### config.mk
export PLATFORM = sky130hd
export DESIGN_NAME = hzd_scoreboard
export DESIGN_NICKNAME = d
export VERILOG_FILES = /design/src/rtl/hzd_scoreboard_pkg.sv /design/src/rtl/hzd_scoreboard_byp_select.sv /design/src/rtl/hzd_scoreboard.sv
export SDC_FILE = /design/constraint.sdc
export NUM_CORES = 1
export LEC_CHECK = 0
export BUFFER_PORTS_ARGS = -buffer_cell sky130_fd_sc_hd__buf_4
export CORE_MARGIN = 3
export CORE_UTILIZATION = 30
export CTS_BUF_LIST = sky130_fd_sc_hd__clkbuf_4 sky130_fd_sc_hd__clkbuf_8
export CTS_CLUSTER_SIZE = 28
export DETAILED_ROUTE_END_ITERATION = 6
export PLACE_DENSITY_LB_ADDON = 0.15
export SLEW_MARGIN = 10
export SYNTH_ARGS = -nofsm -noshare
export SYNTH_HDL_FRONTEND = slang
export SYNTH_SLANG_ARGS = --single-unit
### constraint.sdc
create_clock -name clk -period 5.1 [get_ports clk]
set_clock_uncertainty 0.1 [all_clocks]
set_input_delay 1.02 -clock clk [delete_from_list [all_inputs] [get_ports clk]]
set_output_delay 1.02 -clock clk [all_outputs]
set_load 0.01 [all_outputs]
### src/rtl/hzd_scoreboard_pkg.sv
// Shared types and constants for the hazard scoreboard and its bypass selector.
package hzd_scoreboard_pkg;

  typedef logic bool_t;

  localparam int         XLEN_DEF  = 32;
  localparam int         CNT_W_DEF = 2;
  localparam logic [4:0] REG_X0    = 5'd0;

  typedef struct packed {
    bool_t               valid;
    logic [4:0]          rd;
    bool_t               rdy;
    logic [XLEN_DEF-1:0] data;
  } byp_port_t;

endpackage

### src/rtl/hzd_scoreboard_byp_select.sv
// Combinational priority mux for one source operand: the lowest-index (youngest) matching stage wins.
module hzd_scoreboard_byp_select
  import hzd_scoreboard_pkg::*;
#(
  parameter int  XLEN    = XLEN_DEF,
  parameter int  NUM_BYP = 3,
  parameter type port_t  = byp_port_t
) (
  input  logic [4:0]      rs,
  input  port_t           byp [NUM_BYP],
  output bool_t           hit,
  output bool_t           rdy,
  output logic [XLEN-1:0] data
);

  // Scan oldest to youngest so the youngest match is the last assignment.
  always_comb begin
    hit  = 1'b0;
    rdy  = 1'b0;
    data = '0;
    for (int i = NUM_BYP - 1; i >= 0; i--) begin
      if (byp[i].valid && (byp[i].rd == rs)) begin
        hit  = 1'b1;
        rdy  = byp[i].rdy;
        data = byp[i].data;
      end
    end
  end

endmodule

### src/rtl/hzd_scoreboard.sv
// Per-register in-flight write scoreboard with bypass resolution, issue stall and stall-cycle counter.
module hzd_scoreboard
  import hzd_scoreboard_pkg::*;
#(
  parameter int XLEN    = XLEN_DEF,
  parameter int NUM_RS  = 2,
  parameter int NUM_BYP = 3,
  parameter int CNT_W   = CNT_W_DEF
) (
  input  logic                           clk,
  input  logic                           rst_n,
  input  logic                           en,
  input  logic                           iss_valid,
  input  logic                           iss_has_rd,
  input  logic [4:0]                     iss_rd,
  input  logic [NUM_RS-1:0]              iss_has_rs,
  input  logic [NUM_RS-1:0][4:0]         iss_rs,
  output logic                           iss_stall,
  output logic [NUM_RS-1:0]              fwd_valid,
  output logic [NUM_RS-1:0][XLEN-1:0]    fwd_data,
  input  logic [NUM_BYP-1:0]             byp_valid,
  input  logic [NUM_BYP-1:0][4:0]        byp_rd,
  input  logic [NUM_BYP-1:0]             byp_rdy,
  input  logic [NUM_BYP-1:0][XLEN-1:0]   byp_data,
  input  logic                           ret_valid,
  input  logic [4:0]                     ret_rd,
  input  logic                           flush,
  output logic [31:0]                    stall_cnt
);

  typedef struct packed {
    bool_t           valid;
    logic [4:0]      rd;
    bool_t           rdy;
    logic [XLEN-1:0] data;
  } byp_t;

  logic [31:0][CNT_W-1:0] cnt_q, cnt_d;
  logic [31:0]            stall_cnt_q, stall_cnt_d;
  logic [31:0]            inc_vec, dec_vec;

  byp_t                   byp [NUM_BYP];
  logic [NUM_RS-1:0]      sel_hit, sel_rdy, op_haz, op_stall;
  logic [NUM_RS-1:0][XLEN-1:0] sel_data;
  logic                   rd_sat, fire;

  always_comb begin
    for (int i = 0; i < NUM_BYP; i++) begin
      byp[i] = '{valid: byp_valid[i], rd: byp_rd[i], rdy: byp_rdy[i], data: byp_data[i]};
    end
  end

  generate
    for (genvar gi = 0; gi < NUM_RS; gi++) begin : g_sel
      hzd_scoreboard_byp_select #(
        .XLEN    (XLEN),
        .NUM_BYP (NUM_BYP),
        .port_t  (byp_t)
      ) u_sel (
        .rs   (iss_rs[gi]),
        .byp  (byp),
        .hit  (sel_hit[gi]),
        .rdy  (sel_rdy[gi]),
        .data (sel_data[gi])
      );
    end
  endgenerate

  always_comb begin
    op_haz    = '0;
    op_stall  = '0;
    fwd_valid = '0;
    fwd_data  = '0;
    for (int k = 0; k < NUM_RS; k++) begin
      op_haz[k] = iss_has_rs[k] && (iss_rs[k] != REG_X0) && (cnt_q[iss_rs[k]] != '0);
      if (en && op_haz[k]) begin
        if (sel_hit[k] && sel_rdy[k]) begin
          fwd_valid[k] = 1'b1;
          fwd_data[k]  = sel_data[k];
        end else begin
          op_stall[k] = 1'b1;
        end
      end
    end
    rd_sat    = iss_has_rd && (iss_rd != REG_X0) && (cnt_q[iss_rd] == '1);
    iss_stall = en && iss_valid && ((|op_stall) || rd_sat);
  end

  // A same-cycle fire and retire on one register cancel out.
  always_comb begin
    fire        = en && iss_valid && !iss_stall;
    inc_vec     = '0;
    dec_vec     = '0;
    cnt_d       = cnt_q;
    cnt_d[0]    = '0;
    stall_cnt_d = stall_cnt_q + 32'(iss_stall);
    for (int r = 1; r < 32; r++) begin
      inc_vec[r] = fire && iss_has_rd && (iss_rd == 5'(r));
      dec_vec[r] = en && ret_valid && (ret_rd == 5'(r));
      if (flush) begin
        cnt_d[r] = '0;
      end else if (inc_vec[r] && !dec_vec[r]) begin
        cnt_d[r] = cnt_q[r] + 1'b1;
      end else if (dec_vec[r] && !inc_vec[r] && (cnt_q[r] != '0)) begin
        cnt_d[r] = cnt_q[r] - 1'b1;
      end
    end
  end

  always_ff @(posedge clk or negedge rst_n) begin
    if (!rst_n) begin
      cnt_q       <= '0;
      stall_cnt_q <= '0;
    end else begin
      cnt_q       <= cnt_d;
      stall_cnt_q <= stall_cnt_d;
    end
  end

  assign stall_cnt = stall_cnt_q;

  // Retiring a register with nothing in flight is a protocol error.
  a_no_underflow : assert property (@(posedge clk) disable iff (!rst_n)
    (en && ret_valid && (ret_rd != REG_X0)) |-> ((cnt_q[ret_rd] != '0) || inc_vec[ret_rd]));

endmodule

==> results.md <==
- Status: finished clean
- Count of buffering cells on the critical path with inverters included: 4
- Clk buf depth: 2
- Proportion of synthesized chip area in sequential cells: 0.2602
- Number of antenna diodes: 0
- Die Outline Area: 32250 sq um
- Number of flip-flops and latches in the synthesized netlist: 94
- Transition time at the pin with the least slew margin: 1.113 ns
- Kind of capture point of the worst setup path: output port
- Setup repair after global routing missed its margin: false
- Post-cts repair resize count: 0
- Maximum fanout count along the critical path: 29
- Post-Synthesis Cells: 1081
- Number of warnings printed during yosys synthesis: 0
- Post-Synthesis Mean Instance Area: 8.363 sq um
- Fraction of layout cells with a size suffix above 1: 0.2887
- Clock-pin transition on the worst setup and hold timing paths: 0.10 ns
- Final net count: 1428
- Cell Area, Synth: 9040 sq um
- Antenna violation net count after detailed routing: 0
- Total global routing overflow: 0
- Leakage power: 0.004522 uW
- TritonCTS clock tree: built
- Most used cell, CP: sky130_fd_sc_hd__buf_4
- Pin count of the biggest net entering global routing: 78
- Fin crit period: 4.678 ns
- First-iteration detailed-routing DRC count: 974
- DR vias: 10068
- Buffers on Ports: 244
- Number of search-and-repair iterations in the first detailed-routing pass: 5
- Net count after synthesis: 1229
- Headroom to the max-slew limit: 0.2526
- Clock buffers created by TritonCTS: 9
- Number of top-level design ports: 245
- Worst Path Class, Setup: input pin to output port
- Number of max-slew violations in the final report: 0
- Crit path depth: 10
- Setup TNS: 0 ns
- CTS Root Buffer Type: sky130_fd_sc_hd__clkbuf_8
- Endpoint arrival time on the critical path: 3.56 ns
- Power density over cell area: 149.0 nW/um^2
- Worst Reg2Reg Path Length in Cells: 18
- Setup violation total in the final timing report: 0
- Initial core utilization: 0.3099
- Most frequent cells in the layout: sky130_fd_sc_hd__buf_4 (288), sky130_fd_sc_hd__nor2_1 (140), sky130_fd_sc_hd__dfrtp_1 (94), sky130_fd_sc_hd__nand2_1 (79), sky130_fd_sc_hd__a211oi_1 (63)
- Register-to-register path setup slack: 0.87 ns
- Primary flip-flop cell chosen by synthesis mapping: sky130_fd_sc_hd__dfrtp_1
- Startpoint types: input pin
- First-pass GRT wire length: 57.35 mm
- Delay contributed by the slowest stage of the critical path: 0.51 ns
- Post-synthesis cell type count: 70
- Average wire length per cell after detail routing: 22.33 microns
- CTS HTree Levels: 3
- Post-route cell area: 11460 sq um
- Final Hold Violating Endpoints: 0
- Number of buffers added for setup after CTS: 0
- Min-Delay Path Depth: 1
- Total routed wirelength: 37.27 mm
- Share of async-settable or async-resettable flops after synthesis: 1.000
- Worst Path Required: 3.98 ns
- Area growth from synthesis to final layout: 26.80%
- HPWL Detailed: 27.76 mm
- Clk Latency, worst-skew pair: 0.39 ns
- Die Span Y: 179.6 microns
- Most common library cell in the layout ignoring fill and taps: sky130_fd_sc_hd__buf_4
- IR drop worst, VDD: 0.1056 mV
- Gr usage total: 0.2195
- CORE AREA: 29170 sq um
- Post-DP Area: 11260 sq um
- Max Clock Freq: 213.8 MHz
- Post-route clock period utilization: 0.9172
- Path type of the worst min-delay path: flip-flop to flip-flop
- Number of buffers added to fix hold violations after cts: 0
- DRC viols: 0
- Routability-driven placement congestion ratio: 0.8757
- Kind of cell with the highest combined delay on the critical path: simple AND/OR/NAND/NOR gates
- Detailed-route vias per instance: 6.032
- Number of sinks driven by the clock tree: 94
- DIE WIDTH: 179.6 microns
- Critical-path cell list: buf_4, buf_4, mux4_2, a211oi_1, o211a_1, nand2_1, or3_1, buf_4, nor3_1, buf_4
- Maxcap violations: 0
- Number of antenna violations at the first check in global routing: 0
- Number of global-route vias before repair: 9446
- Slowest cell on crit path: sky130_fd_sc_hd__mux4_2
- Worst Hold Slack: 0.3854 ns
- Site row count: 62
- Post-synth EDFFs: 0
[worst reg2reg max path, cell delays in order (launching register included)]
cell,delay (ns)
sky130_fd_sc_hd__dfrtp_1,0.47
sky130_fd_sc_hd__nor2_1,0.08
sky130_fd_sc_hd__buf_4,0.17
sky130_fd_sc_hd__mux4_2,0.49
sky130_fd_sc_hd__and3_1,0.19
sky130_fd_sc_hd__a211oi_1,0.29
sky130_fd_sc_hd__o211ai_1,0.20
sky130_fd_sc_hd__nand2_1,0.19
sky130_fd_sc_hd__a21oi_1,0.06
sky130_fd_sc_hd__nor2_1,0.24
sky130_fd_sc_hd__ha_1,0.25
sky130_fd_sc_hd__and3_1,0.16
sky130_fd_sc_hd__nand3_1,0.09
sky130_fd_sc_hd__nor2_1,0.18
sky130_fd_sc_hd__and3_1,0.27
sky130_fd_sc_hd__nand2_1,0.13
sky130_fd_sc_hd__nor2_1,0.28
sky130_fd_sc_hd__nand3_1,0.14
sky130_fd_sc_hd__xnor2_1,0.15
[synthesized netlist by cell type (28+ instances only)]
library cell / number / area (sq um)
sky130_fd_sc_hd__a211oi_1: 63 / 473.0
sky130_fd_sc_hd__nand2_1: 79 / 296.5
sky130_fd_sc_hd__nand3_1: 28 / 140.1
sky130_fd_sc_hd__a22oi_1: 32 / 240.2
sky130_fd_sc_hd__a41oi_1: 30 / 262.8
sky130_fd_sc_hd__clkbuf_1: 66 / 247.7
sky130_fd_sc_hd__xnor2_1: 35 / 306.5
sky130_fd_sc_hd__dfrtp_1: 94 / 2352
sky130_fd_sc_hd__nor3_1: 59 / 295.3
sky130_fd_sc_hd__xor2_1: 34 / 297.8
sky130_fd_sc_hd__a221oi_1: 43 / 376.6
sky130_fd_sc_hd__nor3b_1: 32 / 240.2
sky130_fd_sc_hd__nor2_1: 140 / 525.5
[power by group]
group	total, uW	switching [uW]	internal (uW)
clock	524	329	194
combinational	411	240	171
sequential	773	14.9	758
total	1710	584	1120
[state kept, by name, summed over array words and instances, names as in the netlist]
name / count
cnt_q: 62
stall_cnt: 32
[routing by layer]
metal,GRT usage,share of wire
met3,0.03840,0.061
met1,0.2967,0.44
met5,0,0
met2,0.3604,0.47
met4,0.06436,0.026
[logic make-up (layout without fill, tap and decap cells)]
family / after synthesis / count (layout) / synth area share
muxes: 31 / 31 / 0.06713
xor gates and xnor gates: 69 / 69 / 0.06685
buffers and inverters: 110 / 314 / 0.05813
adders and majority gates: 2 / 2 / 0.002768
AOI/OAI and AO/OA: 279 / 279 / 0.2533
and+or+nand+nor: 496 / 496 / 0.2916
DFF: 94 / 94 / 0.2602
[path summary, 6_finish.rpt]
check	start	end
worst max-delay path	iss_rs[1]	fwd_data[2]
worst min register to register	stall_cnt[31]$_DFF_PN0_	stall_cnt[31]$_DFF_PN0_
max in group asynchronous	rst_n	cnt_q[9]$_DFFE_PN0P_
min in group asynchronous	rst_n	cnt_q[25]$_DFFE_PN0P_
worst min-delay path	stall_cnt[31]$_DFF_PN0_	stall_cnt[31]$_DFF_PN0_
worst max register to register	cnt_q[38]$_DFFE_PN0P_	stall_cnt[29]$_DFF_PN0_
[final cells by class]
type                            count  area (sq um)
Fill cell                        3053         17710
Multi-Input combinational cell    877          6180
Sequential cell                    94          2352
Timing Repair Buffer              291          2222
Tap cell                          384         480.5
Clock buffer                        9         123.9
Clock inverter                      7         77.57
Inverter                            7         26.28
[metrics by stage]
stage | worst slack, ns | cells | utilization | total power, uW
floorplan | 0.2316 | 1081 | - | 984.8
global placement | 0.2451 | 1653 | 0.3861 | 1192
detailed placement | 0.1880 | 1653 | 0.3861 | 1195
CTS | 0.4391 | 1669 | 0.3930 | 1729
global route | 0.1997 | 1669 | 0.3930 | 1793
finish | 0.4220 | 1669 | 0.3930 | 1708
(Power assumes the default switching activity.)
